==> src/rtl/bch_dec_ctrl.sv <==
// bch_dec_ctrl: two-requester front end for a shared BCH(15,7) decoder core.
// Round-robin arbitration between two requesters, one job in flight at a
// time, a bounded wait for the core with timeout fallback, and a held
// response until the consumer takes it.
// Optional statistics counters are compiled in with the macro
// BCH_DEC_CTRL_STATS_EN (adds o_stat_jobs, o_stat_uncorr, o_stat_timeouts).
module bch_dec_ctrl #(
  parameter int unsigned TIMEOUT_CYCLES = 32
) (
  input  logic        i_clk,
  input  logic        i_rst,
  input  logic        i_req0_valid,
  input  logic [14:0] i_req0_codeword,
  output logic        o_req0_ready,
  input  logic        i_req1_valid,
  input  logic [14:0] i_req1_codeword,
  output logic        o_req1_ready,
  output logic        o_core_start,
  output logic [14:0] o_core_codeword,
  input  logic        i_core_done,
  input  logic [14:0] i_core_corrected,
  input  logic        i_core_error_flag,
  output logic        o_rsp_valid,
  input  logic        i_rsp_ready,
  output logic        o_rsp_id,
  output logic [14:0] o_rsp_codeword,
  output logic        o_rsp_error_flag,
  output logic        o_rsp_timeout,
  output logic        o_busy
`ifdef BCH_DEC_CTRL_STATS_EN
  ,
  output logic [7:0]  o_stat_jobs,
  output logic [7:0]  o_stat_uncorr,
  output logic [7:0]  o_stat_timeouts
`endif
);

  localparam logic [7:0] LP_TIMEOUT = 8'(TIMEOUT_CYCLES);

  typedef enum logic [1:0] {
    S_IDLE  = 2'd0,
    S_START = 2'd1,
    S_WAIT  = 2'd2,
    S_RESP  = 2'd3
  } state_t;

  state_t      r_state;
  logic        r_last_grant;
  logic [7:0]  r_wait_cnt;
  logic        r_core_start;
  logic [14:0] r_core_codeword;
  logic        r_rsp_valid;
  logic        r_rsp_id;
  logic [14:0] r_rsp_codeword;
  logic        r_rsp_error_flag;
  logic        r_rsp_timeout;
  logic        r_busy;

  logic        w_grant_vld;
  logic        w_grant_id;
  logic        w_accept;
  logic [14:0] w_sel_codeword;

  // Round-robin pick: on a tie the channel not served last wins.
  always_comb begin
    w_grant_vld = 1'b0;
    w_grant_id  = 1'b0;
    if (i_req0_valid && i_req1_valid) begin
      w_grant_vld = 1'b1;
      w_grant_id  = ~r_last_grant;
    end else if (i_req0_valid) begin
      w_grant_vld = 1'b1;
      w_grant_id  = 1'b0;
    end else if (i_req1_valid) begin
      w_grant_vld = 1'b1;
      w_grant_id  = 1'b1;
    end else begin
      w_grant_vld = 1'b0;
      w_grant_id  = 1'b0;
    end
  end

  // Ready only toward the granted channel, only while idle and out of reset.
  assign w_accept       = (r_state == S_IDLE) && w_grant_vld && !i_rst;
  assign o_req0_ready   = w_accept && (w_grant_id == 1'b0);
  assign o_req1_ready   = w_accept && (w_grant_id == 1'b1);
  assign w_sel_codeword = w_grant_id ? i_req1_codeword : i_req0_codeword;

  // Job sequencing: accept, start pulse, bounded wait for the core, response hold.
  always_ff @(posedge i_clk or posedge i_rst) begin
    if (i_rst) begin
      r_state          <= S_IDLE;
      r_last_grant     <= 1'b1;
      r_wait_cnt       <= 8'd0;
      r_core_start     <= 1'b0;
      r_core_codeword  <= 15'd0;
      r_rsp_valid      <= 1'b0;
      r_rsp_id         <= 1'b0;
      r_rsp_codeword   <= 15'd0;
      r_rsp_error_flag <= 1'b0;
      r_rsp_timeout    <= 1'b0;
      r_busy           <= 1'b0;
    end else begin
      case (r_state)
        S_IDLE: begin
          if (w_accept) begin
            r_core_codeword <= w_sel_codeword;
            r_rsp_id        <= w_grant_id;
            r_last_grant    <= w_grant_id;
            r_core_start    <= 1'b1;
            r_busy          <= 1'b1;
            r_state         <= S_START;
          end
        end
        S_START: begin
          // core_done is deliberately not looked at here
          r_core_start <= 1'b0;
          r_wait_cnt   <= 8'd1;
          r_state      <= S_WAIT;
        end
        S_WAIT: begin
          if (i_core_done) begin
            // done wins even on the timeout cycle
            r_rsp_codeword   <= i_core_corrected;
            r_rsp_error_flag <= i_core_error_flag;
            r_rsp_timeout    <= 1'b0;
            r_rsp_valid      <= 1'b1;
            r_wait_cnt       <= 8'd0;
            r_state          <= S_RESP;
          end else if (r_wait_cnt == LP_TIMEOUT) begin
            // core gave up on us: hand back the received word unchanged
            r_rsp_codeword   <= r_core_codeword;
            r_rsp_error_flag <= 1'b1;
            r_rsp_timeout    <= 1'b1;
            r_rsp_valid      <= 1'b1;
            r_wait_cnt       <= 8'd0;
            r_state          <= S_RESP;
          end else begin
            r_wait_cnt <= r_wait_cnt + 8'd1;
          end
        end
        S_RESP: begin
          if (i_rsp_ready) begin
            r_rsp_valid <= 1'b0;
            r_busy      <= 1'b0;
            r_state     <= S_IDLE;
          end
        end
        default: begin
          r_state      <= S_IDLE;
          r_core_start <= 1'b0;
          r_rsp_valid  <= 1'b0;
          r_busy       <= 1'b0;
          r_wait_cnt   <= 8'd0;
        end
      endcase
    end
  end

  assign o_core_start     = r_core_start;
  assign o_core_codeword  = r_core_codeword;
  assign o_rsp_valid      = r_rsp_valid;
  assign o_rsp_id         = r_rsp_id;
  assign o_rsp_codeword   = r_rsp_codeword;
  assign o_rsp_error_flag = r_rsp_error_flag;
  assign o_rsp_timeout    = r_rsp_timeout;
  assign o_busy           = r_busy;

`ifdef BCH_DEC_CTRL_STATS_EN
  logic [7:0] r_stat_jobs;
  logic [7:0] r_stat_uncorr;
  logic [7:0] r_stat_timeouts;
  logic       w_rsp_fire;

  assign w_rsp_fire = (r_state == S_RESP) && i_rsp_ready;

  // Saturating job statistics, counted when a response is handed over.
  always_ff @(posedge i_clk or posedge i_rst) begin
    if (i_rst) begin
      r_stat_jobs     <= 8'd0;
      r_stat_uncorr   <= 8'd0;
      r_stat_timeouts <= 8'd0;
    end else if (w_rsp_fire) begin
      if (r_stat_jobs != 8'hFF) begin
        r_stat_jobs <= r_stat_jobs + 8'd1;
      end
      if (r_rsp_error_flag && !r_rsp_timeout && (r_stat_uncorr != 8'hFF)) begin
        r_stat_uncorr <= r_stat_uncorr + 8'd1;
      end
      if (r_rsp_timeout && (r_stat_timeouts != 8'hFF)) begin
        r_stat_timeouts <= r_stat_timeouts + 8'd1;
      end
    end
  end

  assign o_stat_jobs     = r_stat_jobs;
  assign o_stat_uncorr   = r_stat_uncorr;
  assign o_stat_timeouts = r_stat_timeouts;
`endif

endmodule

==> config.mk <==
export PLATFORM = sky130hd
export DESIGN_NAME = bch_dec_ctrl
export DESIGN_NICKNAME = d
export VERILOG_FILES = /design/src/rtl/bch_dec_ctrl.sv
export SDC_FILE = /design/constraint.sdc
export NUM_CORES = 1
export LEC_CHECK = 0
export BUFFER_PORTS_ARGS = -buffer_cell sky130_fd_sc_hd__buf_2
export CAP_MARGIN = 5
export CORE_MARGIN = 1
export CORE_UTILIZATION = 45
export CTS_CLUSTER_DIAMETER = 60
export DETAILED_ROUTE_END_ITERATION = 12
export GPL_ROUTABILITY_DRIVEN = 0
export GPL_TIMING_DRIVEN = 0
export PLACE_DENSITY = 0.74
export SLEW_MARGIN = 25
export SYNTH_ARGS = -nofsm -noshare
export SYNTH_HDL_FRONTEND = slang
export SYNTH_SLANG_ARGS = --single-unit
==> constraint.sdc <==
create_clock -name i_clk -period 4 [get_ports i_clk]
set_clock_uncertainty 0.2 [all_clocks]
set_input_delay 0.6 -clock i_clk [delete_from_list [all_inputs] [get_ports i_clk]]
set_output_delay 0.6 -clock i_clk [all_outputs]
set_load 0.005 [all_outputs]
==> impl_results.md <==
* Crit. End Element: primary output
* Final Cycle Share at 77.3%
* Number of synthesized flops with an enable pin at 0
* Flops & latches, synth at 47
* Endpoints failing setup at 0
* CTS tree: done
* DRT Wirelength at 5.78 mm
* Initial drt markers at 86
* First-pass GRT wire length at 8.87 mm
* Clock Tree Root: clkbuf_8
* Cell Pwr Density at 694 nW/um2
* Async S/R FF share, synth at 100%
* Syn Nets at 273
* Crit-path cells: buf_2 > inv_2 > buf_12 > nand3b_4 > a21oi_2 > buf_2 > buf_2
* Clock Tree Buf Depth at 2
* Post-Syn Area at 2370 um2
* Critical Path Start Type: input port
* Die Span Y at 74.6 um
* Critical path's slowest cell: inv_2
* CP required at 3.20 ns
* Number of CTS-inserted buffers at 5
* Cells after Synth at 214
* Number of fill cells at 442
* PortBufs at 88
* Final cell count without fillers at 381
* Area grow syn2layout at 28.1%
* Post-synth top area share at 48.6%
* Most used cell, CP: buf_2
* Synth unique cells at 42
* Unrepaired setup endpoints after global routing: no
* Share of layout cells above drive strength 1 at 37.3%
* DR WL/cell at 15.2 um
* Nets at 369
* Critical path class: input port to primary output
* Initial Utilization at 46.7%
* Fmax achieved at 324 MHz
* HP Class: input port to async pin
* Commonest cells post-synth: dfrtp_1, a21oi_1, a21o_1
* Reg clk slew, reported paths at 0.09 ns
* Cells taking the most area after synthesis: dfrtp_1, mux2i_1, a21o_1
* Peak supply drop at 0.000341 V
* Slew Limit Fails at 0
* Post-synth top area cell: dfrtp_1
* Initial antenna violation count at 0
* Syn Area/Cell at 11.1 um2
* Hpwl dp at 4.39 mm
* Fin. Hold Viols at 0
* Num ports at 90
* Seq/Total Area, Yosys at 49.7%
* CTS hold repair buffers at 0
* Sinks on Clock Net at 47
* DR DRC count at 0
* H-tree depth reported by CTS at 2
* Critical Path Fanout Max at 25
* Die W at 74.6 um
* Core area at 5070 um2
* Post-CTS setup buffers at 0
* Delay of the slowest critical-path stage at 0.39 ns
* Status: finished clean
* Top FF cell, synth: dfrtp_1
* GRT Residual Overflow at 0
* Slew @ Worst Pin at 0.733 ns
* DRT Pass-1 Iters at 4
* WP data arrival at 2.29 ns
* Setup Total Neg Slack at 0 ns
* Power Total at 0.00210 W
* Total track usage at 21.2%
* Max Cap Violations at 0
* Clk_lat worst skew at 0.29 ns
* Relative slew margins at 51.2%
* PostCTS Resize Cnt at 0
* Largest net degree at the start of global routing at 26
* Placed Cells at 373
* Row count at 26
* Remaining antenna violation count at 0
* Via count at 2028
* ANT cells at 0
* Die footprint at 5560 um2
* Leak at 1.61 nW
* Ys Warns at 0
* Detail-routed via count per cell at 5.32
* Fin crit period at 3.09 ns
* Vias in the first global route at 1788
* Most common cell in the netlist: dfrtp_1
## power breakdown
group	internal, W	total (W)	switching [W]
combinational	0.000450	0.000916	0.000466
sequential	0.000682	0.000826	0.000144
clock	0.000202	0.000362	0.000159
total	0.00133	0.00210	0.000770
## sequential cells by signal, indices dropped and copies added, names as in the netlist, 2 cells and up
register and cells:
r_wait_cnt 8, r_state 2, o_core_codeword 15, o_rsp_codeword 15
## cell type report
type	count	area [um2]	share of cell area, %
buffer	15	91.3	3.01
clock buffer	6	82.6	2.72
clock inverter	2	35.0	1.15
inverter	8	30.0	0.990
multi-input combinational	144	1070	35.3
sequential	47	1180	38.8
tap	70	87.6	2.89
timing repair buffer	89	460	15.2
## cell families after synthesis
family          Yosys count  share of synthesized area [%]
compound gates           93                           27.4
xor+xnor                  2                          0.740
fa+ha+maj                 7                           3.70
buf+inv                  23                           5.12
flops                    47                           49.7
mux                      15                           6.34
simple gates             27                           6.97
## worst max-delay path, delay by kind of cell
family / cells / cell delay, ns
AO/OA/AOI/OAI: 1 / 0.32
buffers and inverters: 5 / 1.21
AND/OR/NAND/NOR: 1 / 0.16
## placed cells by master, fill, tap and decap left out, types with 2 or more instances in the layout
master,Yosys,layout
a22o_1,15,15
clkbuf_8,0,6
ha_1,7,7
a32o_1,2,2
clkbuf_1,3,3
a31oi_1,17,17
nor3_1,2,2
a21o_1,19,19
nand2_1,6,6
buf_2,7,95
a21oi_1,26,26
nor2b_1,2,2
inv_1,8,7
nor2_1,6,6
o21ai_0,3,3
mux2i_1,15,15
nand4_1,2,2
dfrtp_1,46,46
and3_1,2,2
buf_6,3,3
## path summary, 6_finish.rpt
kind                                         from                             end  slack, ns  cells past startpoint
min in group i_clk           o_rsp_id$_DFFE_PP0P_            o_rsp_id$_DFFE_PP0P_       0.29                      1
hold / removal                              i_rst  o_core_codeword[9]$_DFFE_PP0P_       0.15                      2
hold reg to reg              o_rsp_id$_DFFE_PP0P_            o_rsp_id$_DFFE_PP0P_       0.29                      1
setup / recovery                            i_rst                    o_req0_ready       0.91                      7
max in group asynchronous                   i_rst        r_last_grant$_DFFE_PP1P_       2.85                      3
setup reg to reg           r_state[0]$_DFFE_PP0P_  o_core_codeword[0]$_DFFE_PP0P_       1.94                      6
## through the flow
step	utilization [%]	area, um2	hold WS (ns)	worst slack, ns
final	59.8	3030	0.152	0.909
after global routing	59.8	3030	0.197	0.682
after CTS	59.8	3030	0.175	0.815
after detailed placement	57.5	2920	0.272	0.822
after global placement	57.1	2900	0.255	-0.0764
after floorplan	-	2370	0.274	0.858
## metal layers
| metal | GRT usage [%] | up-vias | wire, um |
|---|---|---|---|
| li1 | - | 1000 | - |
| met1 | 30.4 | 966 | 2560 |
| met2 | 32.2 | 58 | 2850 |
| met3 | 6.10 | 4 | 343 |
| met4 | 4.40 | 0 | 28 |
| met5 | 0 | - | 0 |
Note: power is estimated with default switching activity, not from simulation.
